$ cat config.mk
export PLATFORM = sky130hd
export DESIGN_NAME = muldiv_writeback
export DESIGN_NICKNAME = d
export VERILOG_FILES = /design/src/rtl/muldiv_writeback.sv
export SDC_FILE = /design/constraint.sdc
export NUM_CORES = 1
export LEC_CHECK = 0
export CAP_MARGIN = 0
export CORE_MARGIN = 1.5
export CORE_UTILIZATION = 40
export DETAILED_ROUTE_END_ITERATION = 8
export GPL_TIMING_DRIVEN = 0
export PLACE_DENSITY = 0.64
export SYNTH_ARGS = -nofsm -noshare
export SYNTH_HDL_FRONTEND = slang
export SYNTH_SLANG_ARGS = --single-unit
$ cat constraint.sdc
create_clock -name clk -period 4.3 [get_ports clk]
set_clock_uncertainty 0.2 [all_clocks]
set_input_delay 0.86 -clock clk [delete_from_list [all_inputs] [get_ports clk]]
set_output_delay 0.86 -clock clk [all_outputs]
set_load 0.03 [all_outputs]
$ cat src/rtl/muldiv_writeback.sv
// Multi-cycle unsigned multiply/divide unit driving the register file's two write ports.
// Port 1 gets the low product / quotient, port 0 (R0) gets the high product / remainder.
module muldiv_writeback #(
  parameter int unsigned WIDTH  = 16,
  parameter int unsigned ADDR_W = 4
) (
  input  logic              clk,
  input  logic              reset,
  input  logic              start,
  input  logic              op,
  input  logic [ADDR_W-1:0] dest,
  input  logic [WIDTH-1:0]  op_a,
  input  logic [WIDTH-1:0]  op_b,
  output logic              busy,
  output logic              done,
  output logic              div_by_zero,
  output logic [ADDR_W-1:0] write_reg,
  output logic [WIDTH-1:0]  write_data,
  output logic [WIDTH-1:0]  r0,
  output logic [1:0]        reg_write
);

  localparam int unsigned CNT_W = $clog2(WIDTH);

  typedef enum logic [1:0] {IDLE, RUN, WB} state_t;

  state_t              state_q, state_d;
  logic [CNT_W-1:0]    count_q, count_d;
  logic                op_q, op_d;
  logic [ADDR_W-1:0]   dest_q, dest_d;
  logic [WIDTH-1:0]    b_q, b_d;
  // hi holds the high product / partial remainder, lo the low product / quotient
  logic [WIDTH-1:0]    hi_q, hi_d;
  logic [WIDTH-1:0]    lo_q, lo_d;

  logic                busy_d, done_d, dbz_d;
  logic [ADDR_W-1:0]   write_reg_d;
  logic [WIDTH-1:0]    write_data_d, r0_d;
  logic [1:0]          reg_write_d;

  logic                wb_go;
  logic                wb_dbz;
  logic [ADDR_W-1:0]   wb_dest;
  logic [WIDTH-1:0]    wb_data, wb_r0;

  // One shift-add multiply step and one restoring divide step
  logic [WIDTH:0]      mul_sum;
  logic [WIDTH-1:0]    mul_hi, mul_lo;
  logic [WIDTH:0]      div_shift;
  logic                div_ge;
  logic [WIDTH-1:0]    div_diff, div_hi, div_lo;

  always_comb begin
    mul_sum   = {1'b0, hi_q} + {1'b0, (lo_q[0] ? b_q : WIDTH'(0))};
    mul_hi    = mul_sum[WIDTH:1];
    mul_lo    = {mul_sum[0], lo_q[WIDTH-1:1]};
    div_shift = {hi_q, lo_q[WIDTH-1]};
    div_ge    = div_shift >= {1'b0, b_q};
    div_diff  = div_shift[WIDTH-1:0] - b_q;
    div_hi    = div_ge ? div_diff : div_shift[WIDTH-1:0];
    div_lo    = {lo_q[WIDTH-2:0], div_ge};
  end

  // Next-state and next-output logic
  always_comb begin
    state_d = state_q;
    count_d = count_q;
    op_d    = op_q;
    dest_d  = dest_q;
    b_d     = b_q;
    hi_d    = hi_q;
    lo_d    = lo_q;
    wb_go   = 1'b0;
    wb_dbz  = 1'b0;
    wb_dest = dest_q;
    wb_data = '0;
    wb_r0   = '0;

    case (state_q)
      IDLE: begin
        if (start) begin
          op_d   = op;
          dest_d = dest;
          b_d    = op_b;
          if (op && (op_b == '0)) begin
            state_d = WB;
            wb_go   = 1'b1;
            wb_dbz  = 1'b1;
            wb_dest = dest;
            wb_data = '1;
            wb_r0   = op_a;
          end else begin
            state_d = RUN;
            count_d = CNT_W'(WIDTH - 1);
            hi_d    = '0;
            lo_d    = op_a;
          end
        end
      end
      RUN: begin
        hi_d    = op_q ? div_hi : mul_hi;
        lo_d    = op_q ? div_lo : mul_lo;
        count_d = count_q - CNT_W'(1);
        if (count_q == '0) begin
          state_d = WB;
          wb_go   = 1'b1;
          wb_data = lo_d;
          wb_r0   = hi_d;
        end
      end
      WB:      state_d = IDLE;
      default: state_d = IDLE;
    endcase

    busy_d       = (state_d != IDLE);
    done_d       = wb_go;
    dbz_d        = wb_dbz;
    write_reg_d  = wb_go ? wb_dest : '0;
    write_data_d = wb_data;
    r0_d         = wb_r0;
    // R0 is written through its dedicated port only, never twice
    reg_write_d  = wb_go ? ((wb_dest == '0) ? 2'b01 : 2'b11) : 2'b00;
  end

  always_ff @(posedge clk) begin
    if (reset) begin
      state_q     <= IDLE;
      count_q     <= '0;
      op_q        <= 1'b0;
      dest_q      <= '0;
      b_q         <= '0;
      hi_q        <= '0;
      lo_q        <= '0;
      busy        <= 1'b0;
      done        <= 1'b0;
      div_by_zero <= 1'b0;
      write_reg   <= '0;
      write_data  <= '0;
      r0          <= '0;
      reg_write   <= 2'b00;
    end else begin
      state_q     <= state_d;
      count_q     <= count_d;
      op_q        <= op_d;
      dest_q      <= dest_d;
      b_q         <= b_d;
      hi_q        <= hi_d;
      lo_q        <= lo_d;
      busy        <= busy_d;
      done        <= done_d;
      div_by_zero <= dbz_d;
      write_reg   <= write_reg_d;
      write_data  <= write_data_d;
      r0          <= r0_d;
      reg_write   <= reg_write_d;
    end
  end

endmodule
* Word-level counts from Yosys, hierarchy flattened
Cells that the tools add are included.
Word-level totals: output and inout port bits 41, logic and storage cells 67, register bits after elaboration 100
Operators by class: add/sub/neg operators 3, multiplexer cells 33, reductions and logical operators 11, bitwise logic cells 2, equal/unequal tests 3, $lt $le $gt $ge 1
Operators by type and width (count):
- two-way mux 16 bit | 14
- one-hot mux 16 bit (2 select lines) | 4
- two-way mux 4 bit | 5
- adder 16 x 16 -> 17 bit | 1
- greater-or-equal comparator 17 x 16 -> 1 bit | 1
- logical NOT 16 bit | 1
- subtractor 16 bit | 1
- logical NOT 4 bit | 2
- two-way mux 2 bit | 4
- one-hot mux 4 bit (2 select lines) | 1
- != test 2 bit (second input constant) | 2
- one-hot mux 2 bit (2 select lines) | 1
- nonzero test 2 bit | 2
- OR reduction 2 bit | 2
- subtractor 4 x 1 -> 4 bit (second input constant) | 1
- two-way mux 1 bit | 3
- AND reduction 3 bit | 1
- == test 2 x 1 -> 1 bit (second input constant) | 1
- logical NOT 2 bit | 1
- NOT 1 bit | 2
- one-hot mux 1 bit (2 select lines) | 1
- AND reduction 2 bit | 1
- logical AND 1 bit | 1

* Longest topological paths before layout
Gate-level depths: netlist (run 1).
word-level depth 7, depth in mapped cells 12, depth with buffers taken out 12

* Worst setup path after synthesis (run 1)
No wires, ideal clock.
kind flip-flop to flip-flop, start point reg lo_q[0], end point reg hi_q[13], buffers on the path 1, setup time 74 ps, data required time 4026 ps, setup slack 1218 ps, clock period less this slack 3082 ps, stages on the path, launching flop included 13, arrival 2808 ps, cell sequence dfxtp_1 clkbuf_1 and2_1 ha_1 fa_1 a211oi_1 o211ai_1 a41oi_1 o21ai_0 a2111o_1 nand3_1 a21oi_1 o21ai_0
On the way: word-level cells in the longest chain between the ends 4
RTL lines:
- from (decl) | RTL line 34 | logic [WIDTH-1:0] lo_q, lo_d;
- from (signal assigned) | RTL line 148 | lo_q <= lo_d;
- two-way mux 16 bit | RTL line 54 | mul_sum = {1'b0, hi_q} + {1'b0, (lo_q[0] ? b_q : WIDTH'(0))};
- adder 16 x 16 -> 17 bit | RTL line 54
- two-way mux 16 bit | RTL line 101 | hi_d = op_q ? div_hi : mul_hi;
- one-hot mux 16 bit (2 select lines) | RTL line 79 | case (state_q)
- to (signal assigned) | RTL line 147 | hi_q <= hi_d;
- to (decl) | RTL line 33 | logic [WIDTH-1:0] hi_q, hi_d;
Every way passes these cells. A chain may end at the register's enable or synchronous reset.

* Worst setup path after layout (run 1)
start point reg lo_q[0], end point reg r0[13]
On the way: word-level cells in the longest chain between the ends 5
RTL lines:
- two-way mux 16 bit | RTL line 54
- adder 16 x 16 -> 17 bit | RTL line 54
- two-way mux 16 bit | RTL line 101
- two-way mux 16 bit | RTL line 104 | if (count_q == '0) begin
- one-hot mux 16 bit (2 select lines) | RTL line 79
- to (signal assigned) | RTL line 154 | r0 <= r0_d;
- to (decl) | RTL line 19 | output logic [WIDTH-1:0] r0,
Every way passes these cells.

==> results of run 1 <==
-- routing by layer --
layer / vias up / routed length [µm] / GRT usage (%)
met1: 2593 / 8508 / 33.15
met2: 145 / 7537 / 36.42
met3: 27 / 771 / 3.903
met5: - / 0 / 0
met4: 0 / 474 / 9.157
li1: 2653 / - / -
-- worst max-delay path by stage --
stage               endpoint    start  slack, ps
finish                r0[13]  lo_q[0]        330
global route          r0[13]  lo_q[0]         80
CTS                 hi_q[13]  lo_q[0]        350
detailed placement   hi_q[6]  op_b[0]        130
global placement     hi_q[7]  op_b[0]        200
floorplan           hi_q[13]  lo_q[0]       1220
-- synthesized netlist by cell type, drive strengths merged, types with 11 or more instances --
cell type | count | area share [%]
clkbuf | 31 | 2.0
inv | 28 | 1.8
and2 | 19 | 2.1
a21oi | 70 | 6.1
o21ai | 26 | 2.3
a211oi | 24 | 3.2
dfxtp | 100 | 35
nand2 | 98 | 6.4
mux2i | 26 | 4.6
nor3 | 11 | 0.97
nor2 | 61 | 4.1
mux2 | 18 | 3.6
ha | 33 | 7.2
xnor2 | 15 | 2.3
a22o | 25 | 3.8
-- cells in the final DEF, fill, tap and decap left out, drive strengths merged, types with 3 or more instances in the layout --
| cell | instances |
|---|---|
| nor2 | 61 |
| o21bai | 3 |
| and2 | 19 |
| nand2b | 8 |
| nand3 | 9 |
| xnor2 | 15 |
| a211oi | 24 |
| mux2 | 18 |
| a21o | 5 |
| o211ai | 6 |
| a21oi | 70 |
| a22o | 25 |
| or3 | 9 |
| nand2 | 98 |
| buf | 7 |
| clkinv | 3 |
| a31oi | 5 |
| clkdlybuf4s50 | 80 |
| mux2i | 26 |
| nor4 | 6 |
| nor2b | 3 |
| clkbuf | 40 |
| ha | 33 |
| xor2 | 6 |
| o21ai | 26 |
| dfxtp | 100 |
| inv | 29 |
| bufinv | 3 |
| o21a | 4 |
| nor3 | 11 |
| nand4 | 4 |
-- cell families after synthesis --
family                   Yosys count  synth area share (%)
buffers and inverters             66                 4.826
multiplexers                      44                 8.116
adder cells (fa/ha/maj)           35                 7.940
AO/OA/AOI/OAI                    189                 21.58
flip-flops                       100                 35.10
AND/OR/NAND/NOR                  239                 19.21
XOR/XNOR                          21                 3.224
-- critical path: cells and delay by family, from the launching register on --
family / cells / cell delay (ps)
AOI/OAI and AO/OA: 7 / 1950
adders and majority gates: 2 / 690
DFF: 1 / 430
and+or+nand+nor: 2 / 310
buffers and inverters: 1 / 290
-- stage by stage --
step	power (mW)	util, %	setup slack (ps)	std cells	hold WS [ps]
finish	2.610	51.00	333.9	970	278.8
CTS	2.612	51.00	351.1	970	278.9
detailed placement	1.661	48.49	133.3	954	269.5
floorplan	1.469	-	1218	694	244.7
global route	2.721	51.00	75.75	970	304.9
global placement	1.652	48.49	195.8	954	258.2
-- power groups by stage --
stage	Clock [mW]	Combinational, mW	Sequential (mW)
final	0.956	0.634	1.02
after global routing	1.00	0.697	1.02
after floorplan	0	0.440	1.03
after global placement	0	0.615	1.04
after CTS	0.966	0.628	1.02
after detailed placement	0	0.622	1.04
-- area by class of cell --
cell class	instances	share of cell area, %
buffer	38	2.404
tap	180	3.181
clock inverter	7	1.750
inverter	28	1.485
sequential	100	28.28
clock buffer	9	3.181
multi-input combinational	528	48.41
timing repair buffer	80	11.31
==> summary.md, run 1 <==
| Metric | Value |
|---|---|
| Skew-Pair Late Insertion Delay | `360 ps` |
| Post-synthesis sequential area ratio | `35.10%` |
| Commonest register cell after synthesis | `dfxtp_1` |
| Worst Tran Pin Value | `704.6 ps` |
| Max Root-Sink Buffers | `2` |
| CTS tree | `done` |
| Rel. slew slack | `a little over half` |
| Status | `finished clean` |
| First-pass GRT wire length | `27.37 mm` |
| Routed WL | `about 17 mm` |
| Die H | `122.4 µm` |
| Detailed-route wire length per cell | `17.83 µm` |
| Pleak | `roughly 2.8 nW` |
| # rows | `43` |
| Final worst path period share | `92.23%` |
| Routed vias | `5418` |
| Hold Vio Cnt, Final | `0` |
| Synth warn | `0` |
| Initial Util | `slightly above 40%` |
| Worst setup SP type | `register` |
| Mapped Cells | `between 600 and 700` |
| EDFF count, synth | `0` |
| Filler cells | `1336` |
| Fmax | `252.1 MHz` |
| Final Setup Violations | `0` |
| Pins Over Slew Limit | `0` |
| Setup Fix Bufs, Post-CTS | `0` |
| Setup TNS | `0 ps` |
| PwrDens | `368.7 nW/µm²` |
| Avg Inst Size Synth | `8.219 µm²` |
| Reg2reg start | `lo_q[0]` |
| Sequential share of power | `39.1%` |
| Area growth syn-to-layout | `24.11%` |
| Antenna cells | `0` |
| Hold-fix buffers, CTS | `0` |
| # H-tree levels | `3` |
| Worst VDD drop | `289.4 µV` |
| Ys async rst share | `0%` |
| Endpoint, Worst Hold | `b_q[3]` |
| Via count of the first global-routing pass | `5227` |
| DR pass1 iterations | `5` |
| Clock tree sinks | `100` |
| Synth cell types | `58` |
| Hold Crit Depth | `2` |
| Highest cell delay on the worst timing path | `470 ps` |
| Synthesized area | `between 5000 and 6000 µm²` |
| Flops & latches, synth | `100` |
| Reg area | `2002 µm²` |
| Comb pwr share | `about a quarter` |
| Sw Ratio | `30.13%` |
| Share of layout cells above drive strength 1 | `6.203%` |
| Resized Gates After CTS | `0` |
| CP most frequent cell | `o21ai_0` |
| Net count after synthesis | `769` |
| Clk slew on worst S/H paths | `70 ps` |
| Initial antenna violation count | `0` |
| Global placer's final weighted congestion | `0.9291` |
| Design area | `approximately 7100 µm²` |
| Int Power | `1.824 mW` |
| Io pins | `81` |
| Area of the core | `13880 µm²` |
| Type of destination of the critical path | `register` |
| R2r worst-path depth | `12` |
| Die Span X | `122.4 µm` |
| Reg2Reg Setup Slack | `about 330 ps` |
| Die area | `roughly 15000 µm²` |
| Clock Power Share | `36.6%` |
| R2r endpoint | `r0[13]` |
| Root Driver | `clkbuf_16` |
| Worst Path Required | `4370 ps` |
| Arrival @ worst endpoint | `4040 ps` |
| IO Port Bufs | `80` |
| Slowest-stage cell, CP | `fa_1` |
| Min-delay src | `b_q[3]` |
| Tot GR Track Use | `23.70%` |
| Final nets | `860` |
| Crit path time final | `about 4000 ps` |
| Residual DRC | `0` |
| Detail Route Antenna Nets | `0` |
| Multi-input logic area | `3427 µm²` |
| NetSw | `about 790 µW` |
| Grt ovf | `0` |
| Critical path class | `reg2reg` |
| Largest net degree at the start of global routing | `18` |
| TritonCTS Buffers | `9` |
| DP Wirelength | `13.59 mm` |
| Worst Hold Class | `reg2reg` |
| Post-placement cell area | `between 6000 and 7000 µm²` |
| Crit path cell chain | `clkbuf_1 -> and2_1 -> ha_1 -> fa_1 -> a211oi_1 -> o211ai_1 -> a41oi_1 -> o21ai_0 -> a2111o_1 -> nand3_1 -> a21oi_1 -> o21ai_0` |
| Max FO, Critical Path | `10` |
| RSZ-0062 raised after global routing | `false` |
| Max-cap violations | `0` |
| Initial DRC count | `426` |
| Vias/cell | `5.586` |
Note: power is estimated with default switching activity, not from simulation.
==> inputs of run 2 (changes only) <==
--- a/config.mk
+++ b/config.mk
@@ -9,6 +9,7 @@
 export CORE_MARGIN = 1.5
 export CORE_UTILIZATION = 40
 export DETAILED_ROUTE_END_ITERATION = 8
+export GPL_ROUTABILITY_DRIVEN = 0
 export GPL_TIMING_DRIVEN = 0
 export PLACE_DENSITY = 0.64
 export SYNTH_ARGS = -nofsm -noshare
==> summary.md, run 2 (synthesis gave the netlist of run 1 again) <==
| Metric | Value |
|---|---|
| Status | `finished clean` |
| Post-placement cell area | `6730 µm²` |
| Filler cells | `around 1300` |
| Max Root-Sink Buffers | `2` |
| Endpoint, Worst Hold | `b_q[4]` |
| # H-tree levels | `3` |
| TritonCTS Buffers | `9` |
| Critical path class | `in2reg` |
| Commonest cells after routing, fill and taps aside | `dfxtp_1 (100), nand2_1 (98), clkdlybuf4s50_1 (80), a21oi_1 (70), nor2_1 (60)` |
| Worst Hold Class | `reg2reg` |
| Die Span X | `~120 µm` |
| Slowest-stage cell, CP | `nor2_1` |
| Setup Fix Bufs, Post-CTS | `0` |
| Type of destination of the critical path | `register` |
| Reg2Reg Setup Slack | `460 ps` |
| Crit path cell chain | `clkdlybuf4s50_1 -> nor4_1 -> nand3b_1 -> or3_1 -> nand3b_1 -> buf_2 -> nand2_1 -> nor2_1 -> clkbuf_1 -> nand2_1 -> o21ai_0` |
| Clock tree sinks | `100` |
| Antenna cells | `0` |
| Max-cap violations | `0` |
| R2r worst-path depth | `12` |
| CTS tree | `done` |
| Final Setup Violations | `0` |
| # rows | `43` |
| Crit path buf inv count | `3` |
| Highest cell delay on the worst timing path | `510 ps` |
| Detail Route Antenna Nets | `0` |
| Via count of the first global-routing pass | `5239` |
| Crit path time final | `about 4000 ps` |
| Vias/cell | `5.628` |
| Final worst path period share | `90.45%` |
| Reg2reg start | `lo_q[0]` |
| Grt ovf | `0` |
| Most common cell after layout, fill and taps aside | `dfxtp_1` |
| PwrDens | `356.8 nW/µm²` |
| Routed WL | `17.44 mm` |
| Largest delay share family, worst path | `simple AND/OR/NAND/NOR gates` |
| Hold Vio Cnt, Final | `0` |
| Die H | `122.4 µm` |
| Share of layout cells above drive strength 1 | `6.203%` |
| Worst setup SP type | `input pin` |
| Initial Util | `41.09%` |
| Initial DRC count | `approximately 500` |
| Area of the core | `13880 µm²` |
| Fmax | `257.1 MHz` |
| Root Driver | `clkbuf_16` |
| Rel. slew slack | `54.02%` |
| DR pass1 iterations | `5` |
| Worst Path Required | `roughly 4400 ps` |
| Hold-fix buffers, CTS | `0` |
| Clk slew on worst S/H paths | `70 ps` |
| Largest net degree at the start of global routing | `18` |
| Residual DRC | `0` |
| R2r endpoint | `hi_q[13]` |
| Pleak | `2.792 nW` |
| Final nets | `860` |
| Skew-Pair Late Insertion Delay | `340 ps` |
| Pins Over Slew Limit | `0` |
| DP Wirelength | `13.63 mm` |
| Area growth syn-to-layout | `23.40%` |
| Die area | `14990 µm²` |
| Initial antenna violation count | `0` |
| RSZ-0062 raised after global routing | `false` |
| Io pins | `81` |
| Hold Crit Depth | `2` |
| Detailed-route wire length per cell | `17.98 µm` |
| Arrival @ worst endpoint | `between 3000 and 4000 ps` |
| Resized Gates After CTS | `0` |
| Tot GR Track Use | `a little under a quarter` |
| Routed vias | `5459` |
| Setup TNS | `0 ps` |
| Worst Tran Pin Value | `roughly 690 ps` |
| Design area | `7039 µm²` |
| Worst VDD drop | `259.7 µV` |
| Max FO, Critical Path | `10` |
| Min-delay src | `b_q[4]` |
| IO Port Bufs | `80` |
| First-pass GRT wire length | `27.39 mm` |
run 2: worst max-delay path by stage:
stage,endpoint,cells past startpoint,start,slack (ps)
finish,hi_q[0],11,op_b[0],410
global route,r0[13],12,lo_q[0],250
CTS,hi_q[0],11,op_b[0],470
detailed placement,hi_q[0],11,op_b[0],130
global placement,hi_q[9],10,op_b[0],250
floorplan,hi_q[13],12,lo_q[0],1220
run 2: final cells by class:
class / count / area, µm² / area share, %
flip-flops and latches: 100 / 2002 / 28.44
repair buffers: 80 / 800.8 / 11.38
well taps: 180 / 225.2 / 3.199
plain buffers: 38 / 170.2 / 2.417
multi-input cells: 528 / 3427 / 48.68
inverters: 28 / 105.1 / 1.493
clock inverters: 6 / 70.07 / 0.9954
clock buffers: 10 / 239.0 / 3.395
run 2: layer usage:
layer | routed length (µm) | global-route usage (%) | vias up
met2 | 7666 | 36.73 | 184
met4 | 466 | 7.922 | 0
met3 | 1067 | 4.461 | 30
met1 | 8244 | 32.77 | 2594
met5 | 0 | 0 | -
li1 | - | - | 2651
run 2: tightest hold or removal path, stage by stage (launching register included):
cell	delay, ps
dfxtp_1	320
nand2_1	50
a21oi_1	50
run 2: per-stage QoR:
stage                     total power, mW  hold WS, ps  util, %  instances  worst slack [ps]
final                               2.511        267.9    50.71        970             410.5
after global routing                2.616        307.8    50.71        970             254.3
after CTS                           2.512        271.3    50.71        970             469.4
after detailed placement            1.676        260.6    48.49        954             133.7
after global placement              1.662        260.5    48.49        954             251.9
after floorplan                     1.469        244.7        -        694              1218
run 2: power by group:
group	internal (mW)	switching, mW
clock network	0.471	0.369
registers	0.974	0.0478
logic	0.275	0.374
total	1.72	0.791
